==> src/rtl/img_wr_pkg.sv <==
// Shared types and helpers for the image write sequencer.
// Holds the FSM state encoding, word geometry and the byte-enable helper.
package img_wr_pkg;

    typedef enum logic [1:0] {
        IDLE    = 2'd0,
        COLLECT = 2'd1,
        WRITE   = 2'd2,
        DONE    = 2'd3
    } state_t;

    localparam int BYTES_PER_WORD = 4;
    localparam int LANE_W         = $clog2(BYTES_PER_WORD);

    // Enables for 'count' lanes filled from lane 0 upward; 0 for an empty word.
    function automatic logic [BYTES_PER_WORD-1:0] lane_mask(input logic [LANE_W:0] count);
        logic [BYTES_PER_WORD-1:0] m;
        m = '0;
        for (int i = 0; i < BYTES_PER_WORD; i++) begin
            if (i < int'(count)) begin
                m[i] = 1'b1;
            end
        end
        return m;
    endfunction

endpackage

==> src/rtl/pixel_packer.sv <==
// Byte-lane accumulator: one pixel per load into the next lane, clear empties the word.
// Single-cycle update; no flow control of its own, the FSM gates load/clear.
module pixel_packer
    import img_wr_pkg::*;
(
    input  logic                       clk,
    input  logic                       rst_n,
    input  logic                       load,
    input  logic                       clear,
    input  logic [7:0]                 pix_data,
    output logic [8*BYTES_PER_WORD-1:0] word_data,
    output logic [BYTES_PER_WORD-1:0]  byte_en,
    output logic                       last_lane
);

    logic [BYTES_PER_WORD-1:0][7:0] lanes;
    logic [LANE_W-1:0]              lane_idx;
    logic [BYTES_PER_WORD-1:0]      mask;

    always_ff @(posedge clk or negedge rst_n) begin
        if (!rst_n) begin
            lanes    <= '0;
            lane_idx <= '0;
            mask     <= '0;
        end else if (clear) begin
            lanes    <= '0;
            lane_idx <= '0;
            mask     <= '0;
        end else if (load) begin
            lanes[lane_idx] <= pix_data;
            lane_idx        <= lane_idx + 1'b1;
            mask            <= lane_mask({1'b0, lane_idx} + 1'b1);
        end
    end

    assign word_data = lanes;
    assign byte_en   = mask;
    assign last_lane = (lane_idx == LANE_W'(BYTES_PER_WORD - 1));

endmodule

==> src/rtl/img_write_ctrl.sv <==
// Packs a pixel stream into 32-bit word writes, one image per start, done pulse at the end.
// One WRITE cycle per word minimum; pixel ready drops while a word is waiting on memory.
module img_write_ctrl
    import img_wr_pkg::*;
#(
    parameter int ADDR_W = 16,
    parameter int LEN_W  = 32
) (
    input  logic              clk,
    input  logic              rst_n,
    input  logic              i_start,
    input  logic [ADDR_W-1:0] i_base_addr,
    input  logic [LEN_W-1:0]  i_length,
    input  logic              i_pix_valid,
    input  logic [7:0]        i_pix_data,
    output logic              o_pix_ready,
    output logic              o_mem_we,
    output logic [3:0]        o_mem_byte_en,
    output logic [ADDR_W-1:0] o_mem_addr,
    output logic [31:0]       o_mem_wdata,
    input  logic              i_mem_ready,
    output logic              o_busy,
    output logic              o_done,
    output logic [LEN_W-1:0]  o_pix_count
);

    state_t            state, state_nxt;
    logic [ADDR_W-1:0] addr_q;
    logic [LEN_W-1:0]  len_q;
    logic [LEN_W-1:0]  cnt_q;
    logic [LEN_W-1:0]  cnt_inc;
    logic              start_acc;
    logic              pix_fire;
    logic              mem_fire;
    logic              last_lane;
    logic              base_lsb_unused;

    // Base is forced word-aligned, so its low bits are never consumed.
    assign base_lsb_unused = ^i_base_addr[1:0];
    assign cnt_inc         = cnt_q + 1'b1;

    always_ff @(posedge clk or negedge rst_n) begin
        if (!rst_n) begin
            state <= IDLE;
        end else begin
            state <= state_nxt;
        end
    end

    always_comb begin
        state_nxt = state;
        start_acc = 1'b0;
        pix_fire  = 1'b0;
        mem_fire  = 1'b0;
        case (state)
            IDLE: begin
                if (i_start) begin
                    start_acc = 1'b1;
                    state_nxt = (i_length == '0) ? DONE : COLLECT;
                end
            end
            COLLECT: begin
                if (i_pix_valid) begin
                    pix_fire = 1'b1;
                    if (last_lane || (cnt_inc == len_q)) begin
                        state_nxt = WRITE;
                    end
                end
            end
            WRITE: begin
                if (i_mem_ready) begin
                    mem_fire  = 1'b1;
                    state_nxt = (cnt_q == len_q) ? DONE : COLLECT;
                end
            end
            DONE:    state_nxt = IDLE;
            default: state_nxt = IDLE;
        endcase
    end

    always_ff @(posedge clk or negedge rst_n) begin
        if (!rst_n) begin
            addr_q <= '0;
            len_q  <= '0;
            cnt_q  <= '0;
        end else begin
            if (start_acc) begin
                addr_q <= {i_base_addr[ADDR_W-1:2], 2'b00};
                len_q  <= i_length;
                cnt_q  <= '0;
            end
            if (pix_fire) begin
                cnt_q <= cnt_inc;
            end
            if (mem_fire) begin
                addr_q <= addr_q + ADDR_W'(BYTES_PER_WORD);
            end
        end
    end

    pixel_packer u_packer (
        .clk       (clk),
        .rst_n     (rst_n),
        .load      (pix_fire),
        .clear     (mem_fire),
        .pix_data  (i_pix_data),
        .word_data (o_mem_wdata),
        .byte_en   (o_mem_byte_en),
        .last_lane (last_lane)
    );

    assign o_pix_ready = (state == COLLECT);
    assign o_mem_we    = (state == WRITE);
    assign o_busy      = (state != IDLE);
    assign o_done      = (state == DONE);
    assign o_mem_addr  = addr_q;
    assign o_pix_count = cnt_q;

endmodule

==> config.mk <==
export PLATFORM = sky130hd
export DESIGN_NAME = img_write_ctrl
export DESIGN_NICKNAME = d
export VERILOG_FILES = /design/src/rtl/img_wr_pkg.sv /design/src/rtl/pixel_packer.sv /design/src/rtl/img_write_ctrl.sv
export SDC_FILE = /design/constraint.sdc
export NUM_CORES = 1
export LEC_CHECK = 0
export ABC_AREA = 0
export BUFFER_PORTS_ARGS = -buffer_cell sky130_fd_sc_hd__buf_2
export CORE_ASPECT_RATIO = 2
export CORE_MARGIN = 2
export CORE_UTILIZATION = 29
export CTS_CLUSTER_DIAMETER = 120
export DETAILED_ROUTE_END_ITERATION = 10
export PLACE_DENSITY_LB_ADDON = 0.3
export SLEW_MARGIN = 20
export SYNTH_ARGS = -nofsm -noshare
export SYNTH_HDL_FRONTEND = slang
export SYNTH_SLANG_ARGS = --single-unit
==> constraint.sdc <==
create_clock -name clk -period 3.02 [get_ports clk]
set_input_delay 0.755 -clock clk [delete_from_list [all_inputs] [get_ports clk]]
set_output_delay 0.755 -clock clk [all_outputs]
set_load 0.02 [all_outputs]
Yosys cells after proc, flatten, opt, wreduce, memory -nomap -nowiden
Cells that the tools add are included.
W data, S select, Z words.

storage, ports and cells
  bits in registers = 120
  bits of input ports = 61
  output and inout port bits = 88
  logic and storage cells = 69

cells by class
  $add $sub $neg = 4
  order comparisons = 6
  equality and inequality tests = 10
  mux-type cells = 30
  reduce and logical (&&, ||, !) cells = 9

operator list
  kind                     number
  $mux W32                 4
  $eq A32 B32 Y1           2
  $add A32 B1 Y32 const B  1
  $bwmux W32               1
  $logic_not A32 Y1        1
  $mux W16                 2
  $add A16 B3 Y16 const B  1
  $demux W8 S2             1
  $mux W2                  8
  $mux W1                  10
  $mux W4                  2
  $mux W8                  1
  $pmux W2 S4              1
  $reduce_bool A2 Y1       4
  $eq A2 B2 Y1 const B     3
  $lt A1 B3 Y1 const A     2
  $lt A2 B3 Y1 const A     2
  $ne A2 B1 Y1 const B     2
  $ne A2 B2 Y1 const B     2
  $reduce_and A4 Y1        1
  $add A2 B1 Y3 const B    1
  $lt A2 B3 Y1 const B     1
  $add A2 B1 Y2 const B    1
  $eq A2 B1 Y1 const B     1
  4 further kinds          4

Depth between registers and ports, before layout
  depth in word-level cells = 7
  gate-level depth with buffers = 9
  depth with buffers taken out = 8

Modules after synthesis
From an unflattened synthesis, not the netlist that was laid out.

second synthesis, totals
  cell total of the unflattened synthesis = 796
  area, all modules = 6,975.4 sq um

modules (own cells, without submodules)
  module          times used  cells an instance  area each (sq um)
  img_write_ctrl  1           621                4,976.0
  pixel_packer    1           175                1,999.4

Worst setup path after synthesis
Ideal clock, no wire load.

  path type = register to register
  start = register cnt_q[13] (netlist: o_pix_count[13])
  end = register state[0]
  library setup time = 118 ps
  arrival = 2,445 ps
  slack = 456 ps
  cell stages (with the launch flop) = 10
  buffers on the path = 2
  period minus slack after synthesis = 2,564 ps
  path through = dfrtp_1 > buf_2 > nand4_2 > or3_1 > buf_6 > or4_4 > a211oi_2 > nand4_1 > nand4b_1 > a21o_1

on the way
  cells in the longest elaborated chain, start to end = 5

RTL lines
  what                         RTL line              RTL
  start: declaration           img_write_ctrl.sv:30  logic [LEN_W-1:0] cnt_q;
  start signal: assignment     img_write_ctrl.sv:93  cnt_q <= cnt_inc;
  $add A32 B1 Y32              img_write_ctrl.sv:40  assign cnt_inc = cnt_q + 1'b1;
  $eq A32 B32 Y1               img_write_ctrl.sv:65  if (last_lane || (cnt_inc == len_q)) begin
  $logic_or A1 B1 Y1           img_write_ctrl.sv:65
  $ne A2 B1 Y1 (no line)       n/a
  $reduce_and A4 Y1 (no line)  n/a
  end signal: assignment       img_write_ctrl.sv:46  state <= state_nxt;
  end: declaration             img_write_ctrl.sv:27  state_t state, state_nxt;

No other way between the ends.
A chain may end at the register's enable or synchronous reset.

Worst setup path in the final report
  start = register cnt_q[6] (netlist: o_pix_count[6])
  end = register state[0]

The elaborated chain is that of the path after synthesis.

==> metrics.txt <==
result of the run=finished clean; category of the worst setup path capture point=register; number of resized instances in the post-cts repair step=0; Post-Synthesis Mean Instance Area=8.416 µm²; I/O Buffers=144; number of antenna violations at the first check in global routing=2; final design utilization=approximately 37%; largest fanout on the critical path=7; kind of cell adding the most delay to the critical path=simple AND/OR/NAND/NOR gates; DP Worst Slack=approximately 0.29 ns; Lkg Pwr=3.832 nW; Hold Buf Count CTS=0; final wirelength=between 20000 and 25000 µm; critical path class=register to register; chip width=about 110 µm; worst skew pair latency=around 0.43 ns; synthesis-to-layout area growth=26.70%; fraction of final layout cells sized beyond drive strength 1=approximately a quarter; path category of the worst min-delay check=input port to asynchronous set/reset pin; initial DRC count=335; data required time at the worst endpoint=about 3.3 ns; Reg clk slew, reported paths=0.06 ns; final estimated routing congestion in global placement=0.9243; area of the core region=roughly 22000 µm²; number of instances in the synthesized netlist=about 800; Arrival @ worst endpoint=roughly 3.1 ns; worst supply voltage drop on vdd=0.0006970 V; number of cells traversed by the worst register-to-register path=8; overall die area=23900 µm²; total global-route track usage=between 20% and 30%; clock tree from TritonCTS=built; endpoints failing setup=0; Initial Util=between 20% and 30%; number of violations of the max-capacitance limit=0; number of rows created at floorplan=77; share of the cycle needed by the critical path after routing=roughly 90%; worst reg2reg setup slack=approximately 0.24 ns; maximum number of pins on one net before global-route repair=65; Crit-path slowest cell=nor4_1; DIE HEIGHT=about 220 µm; Routed wire per std cell=between 15 and 20 µm; RSZ-0062 raised after global routing=no; Post-CTS Setup Repair Bufs=0; Initial DRT Pass Iterations=5; Synth Cell Area=between 6000 and 7000 µm²; vias in the first global route=approximately 6700; detailed-route vias per instance=around 5.2; number of H-tree branching levels=4; TritonCTS sink count=118; largest buffer count on any clock path=2; clock buffer count from CTS=17; master cell of the clock root buffer=clkbuf_16; total via count in the routed design=~6400; final critical-path required period=2.783 ns; Hold Violations, Final=0; sequential share of the synthesized area=45.04%; worst hold slack=around 0.26 ns; Cell Chain, Critical Path=nand3_1 -> nor4_1 -> buf_4 -> nand4_1 -> a211o_1 -> a22oi_1 -> nand4b_1 -> a21o_1; power per standard cell area=923.3 nW/µm²; count of distinct cell types in the synthesized netlist=60; DRT antenna net count=0; first-pass GRT wire length=about 36000 µm; Yosys warning total=0; Post-synth ARST share=100.0%; max incr delay on CP=~0.65 ns; number of enable flip-flop cells after synthesis=0; setup TNS after final layout=0 ns; dominant register cell in the synthesized netlist=dfrtp_1; worst r2r src=o_pix_count[6]$_DFFE_PN0P_; count of pins over their slew limit=0; Buffers & Inverters on Critical Path=1; achievable clock frequency=about 0.36 GHz; Final Total Pwr=7.669 mW; final worst setup slack=0.2368 ns; HPWL after detailed placement=around 18000 µm; startpoint class of the critical path=register; Post-route DRC=0; Max-slew headroom=approximately 49%; RR Endpoint=state[0]$_DFFE_PN0P_; overall overflow remaining after global route=0; number of top-level pins=roughly 150; Worst Skew=0.005025 ns; count of nets after finishing=between 900 and 1000; synthesis-stage register bit count=around 120; Worst-Margin Slew=a little under 0.8 ns
[layout by cell type, fill, tap and decap left out, types with 4 or more instances in the layout]
cell,Yosys,final
a211oi_1,15,15
a21o_1,4,4
a21oi_1,12,12
a311oi_1,5,5
a31oi_1,6,6
and2_1,5,4
and3_1,15,15
and4_1,7,7
buf_2,11,143
buf_4,2,40
clkbuf_16,0,17
clkinv_2,0,4
dfrtp_1,118,118
ha_1,6,6
inv_1,11,11
mux2i_1,4,4
nand2_1,195,195
nand2b_1,4,4
nand3_1,19,19
nand4_1,24,24
nor2_1,46,46
nor3_1,10,10
nor4_1,20,20
o211ai_1,6,6
o21ai_0,77,77
o31ai_1,9,9
or3_1,4,4
xnor2_1,36,36
xor2_1,15,15
[power breakdown]
part / internal [mW] / switching [mW]
clock: 1.25 / 0.769
combinational: 1.10 / 1.91
sequential: 2.15 / 0.492
[Yosys cell counts, types with 3 or more instances]
| cell type | n | area share (%) |
|---|---|---|
| or4_1 | 3 | 0.34 |
| clkbuf_1 | 43 | 2.5 |
| nand2b_1 | 4 | 0.38 |
| and2_1 | 5 | 0.48 |
| o22ai_1 | 3 | 0.29 |
| xor2_1 | 15 | 2.0 |
| nand3_1 | 19 | 1.5 |
| a211oi_1 | 15 | 1.7 |
| and4_1 | 7 | 0.94 |
| nand4_1 | 24 | 2.3 |
| o21ai_1 | 3 | 0.23 |
| a31oi_1 | 6 | 0.57 |
| xnor2_1 | 36 | 4.8 |
| o21ai_0 | 77 | 5.9 |
| dfrtp_1 | 118 | 45 |
| nor4_1 | 20 | 1.9 |
| a311oi_1 | 5 | 0.67 |
| and3_1 | 15 | 1.4 |
| o211ai_1 | 6 | 0.69 |
| nand2_1 | 195 | 11 |
| ha_1 | 6 | 1.1 |
| o31ai_1 | 9 | 1.0 |
| nor3_1 | 10 | 0.76 |
| nor2_1 | 46 | 2.6 |
| or3_1 | 4 | 0.38 |
| a21oi_1 | 12 | 0.92 |
| a21o_1 | 4 | 0.46 |
| inv_1 | 11 | 0.63 |
| buf_2 | 11 | 0.84 |
| mux2i_1 | 4 | 0.61 |
| a22o_1 | 3 | 0.40 |
[worst reg2reg max path: cells and delay by family (launching register included)]
family	cells	cell delay [ns]
AOI/OAI and AO/OA	3	0.74
buffers and inverters	1	0.23
DFF	1	0.50
and+or+nand+nor	4	1.20
[cells by family (layout without fill, tap and decap cells)]
| family | after synthesis | in the layout | synth area share (%) |
|---|---|---|---|
| compound gates | 162 | 162 | 15.57 |
| xor+xnor | 51 | 51 | 6.813 |
| fa+ha+maj | 6 | 6 | 1.145 |
| buf+inv | 69 | 228 | 4.389 |
| flops | 118 | 118 | 45.04 |
| mux | 4 | 4 | 0.6107 |
| other cells | 1 | 4 | 0.05720 |
| simple gates | 368 | 368 | 26.37 |
[worst max-delay path by stage]
stage               depth (start not counted)                   end                   startpoint
global route                                9  state[0]$_DFFE_PN0P_   o_pix_count[1]$_DFFE_PN0P_
finish                                      8  state[0]$_DFFE_PN0P_   o_pix_count[6]$_DFFE_PN0P_
CTS                                         8  state[0]$_DFFE_PN0P_   o_pix_count[1]$_DFFE_PN0P_
global placement                            8  state[0]$_DFFE_PN0P_   o_pix_count[1]$_DFFE_PN0P_
floorplan                                   9  state[0]$_DFFE_PN0P_  o_pix_count[13]$_DFFE_PN0P_
detailed placement                          8  state[0]$_DFFE_PN0P_   o_pix_count[1]$_DFFE_PN0P_
[metal layers]
layer	up-vias	GRT usage [%]	wire [µm]
li1	3040	-	-
met1	3063	20.40	7972
met2	192	36.46	12440
met3	72	5.023	1080
met4	2	12.83	1349
met5	-	0	11
[metrics by stage]
step	cells	instance area [µm²]
finish	1217	8307
global placement	1183	7716
detailed placement	1183	7716
CTS	1215	8302
floorplan	780	6560
global route	1216	8304
[area by class of cell]
cell class,count,area [µm²]
multi-input combinational,593,3321
clock inverter,12,128.9
clock buffer,20,456.7
timing repair buffer,185,1056
tap,276,345.3
fill,2355,13850
inverter,11,41.29
antenna,2,5.005
sequential,118,2953
[registers in the layout, summed over array words and instances (netlist names)]
register,count
len_q,32
o_pix_count,32
u_packer.word_data,32
o_mem_addr,14
u_packer.byte_en,4
state,2
u_packer.lane_idx,2
(Power assumes the default switching activity.)
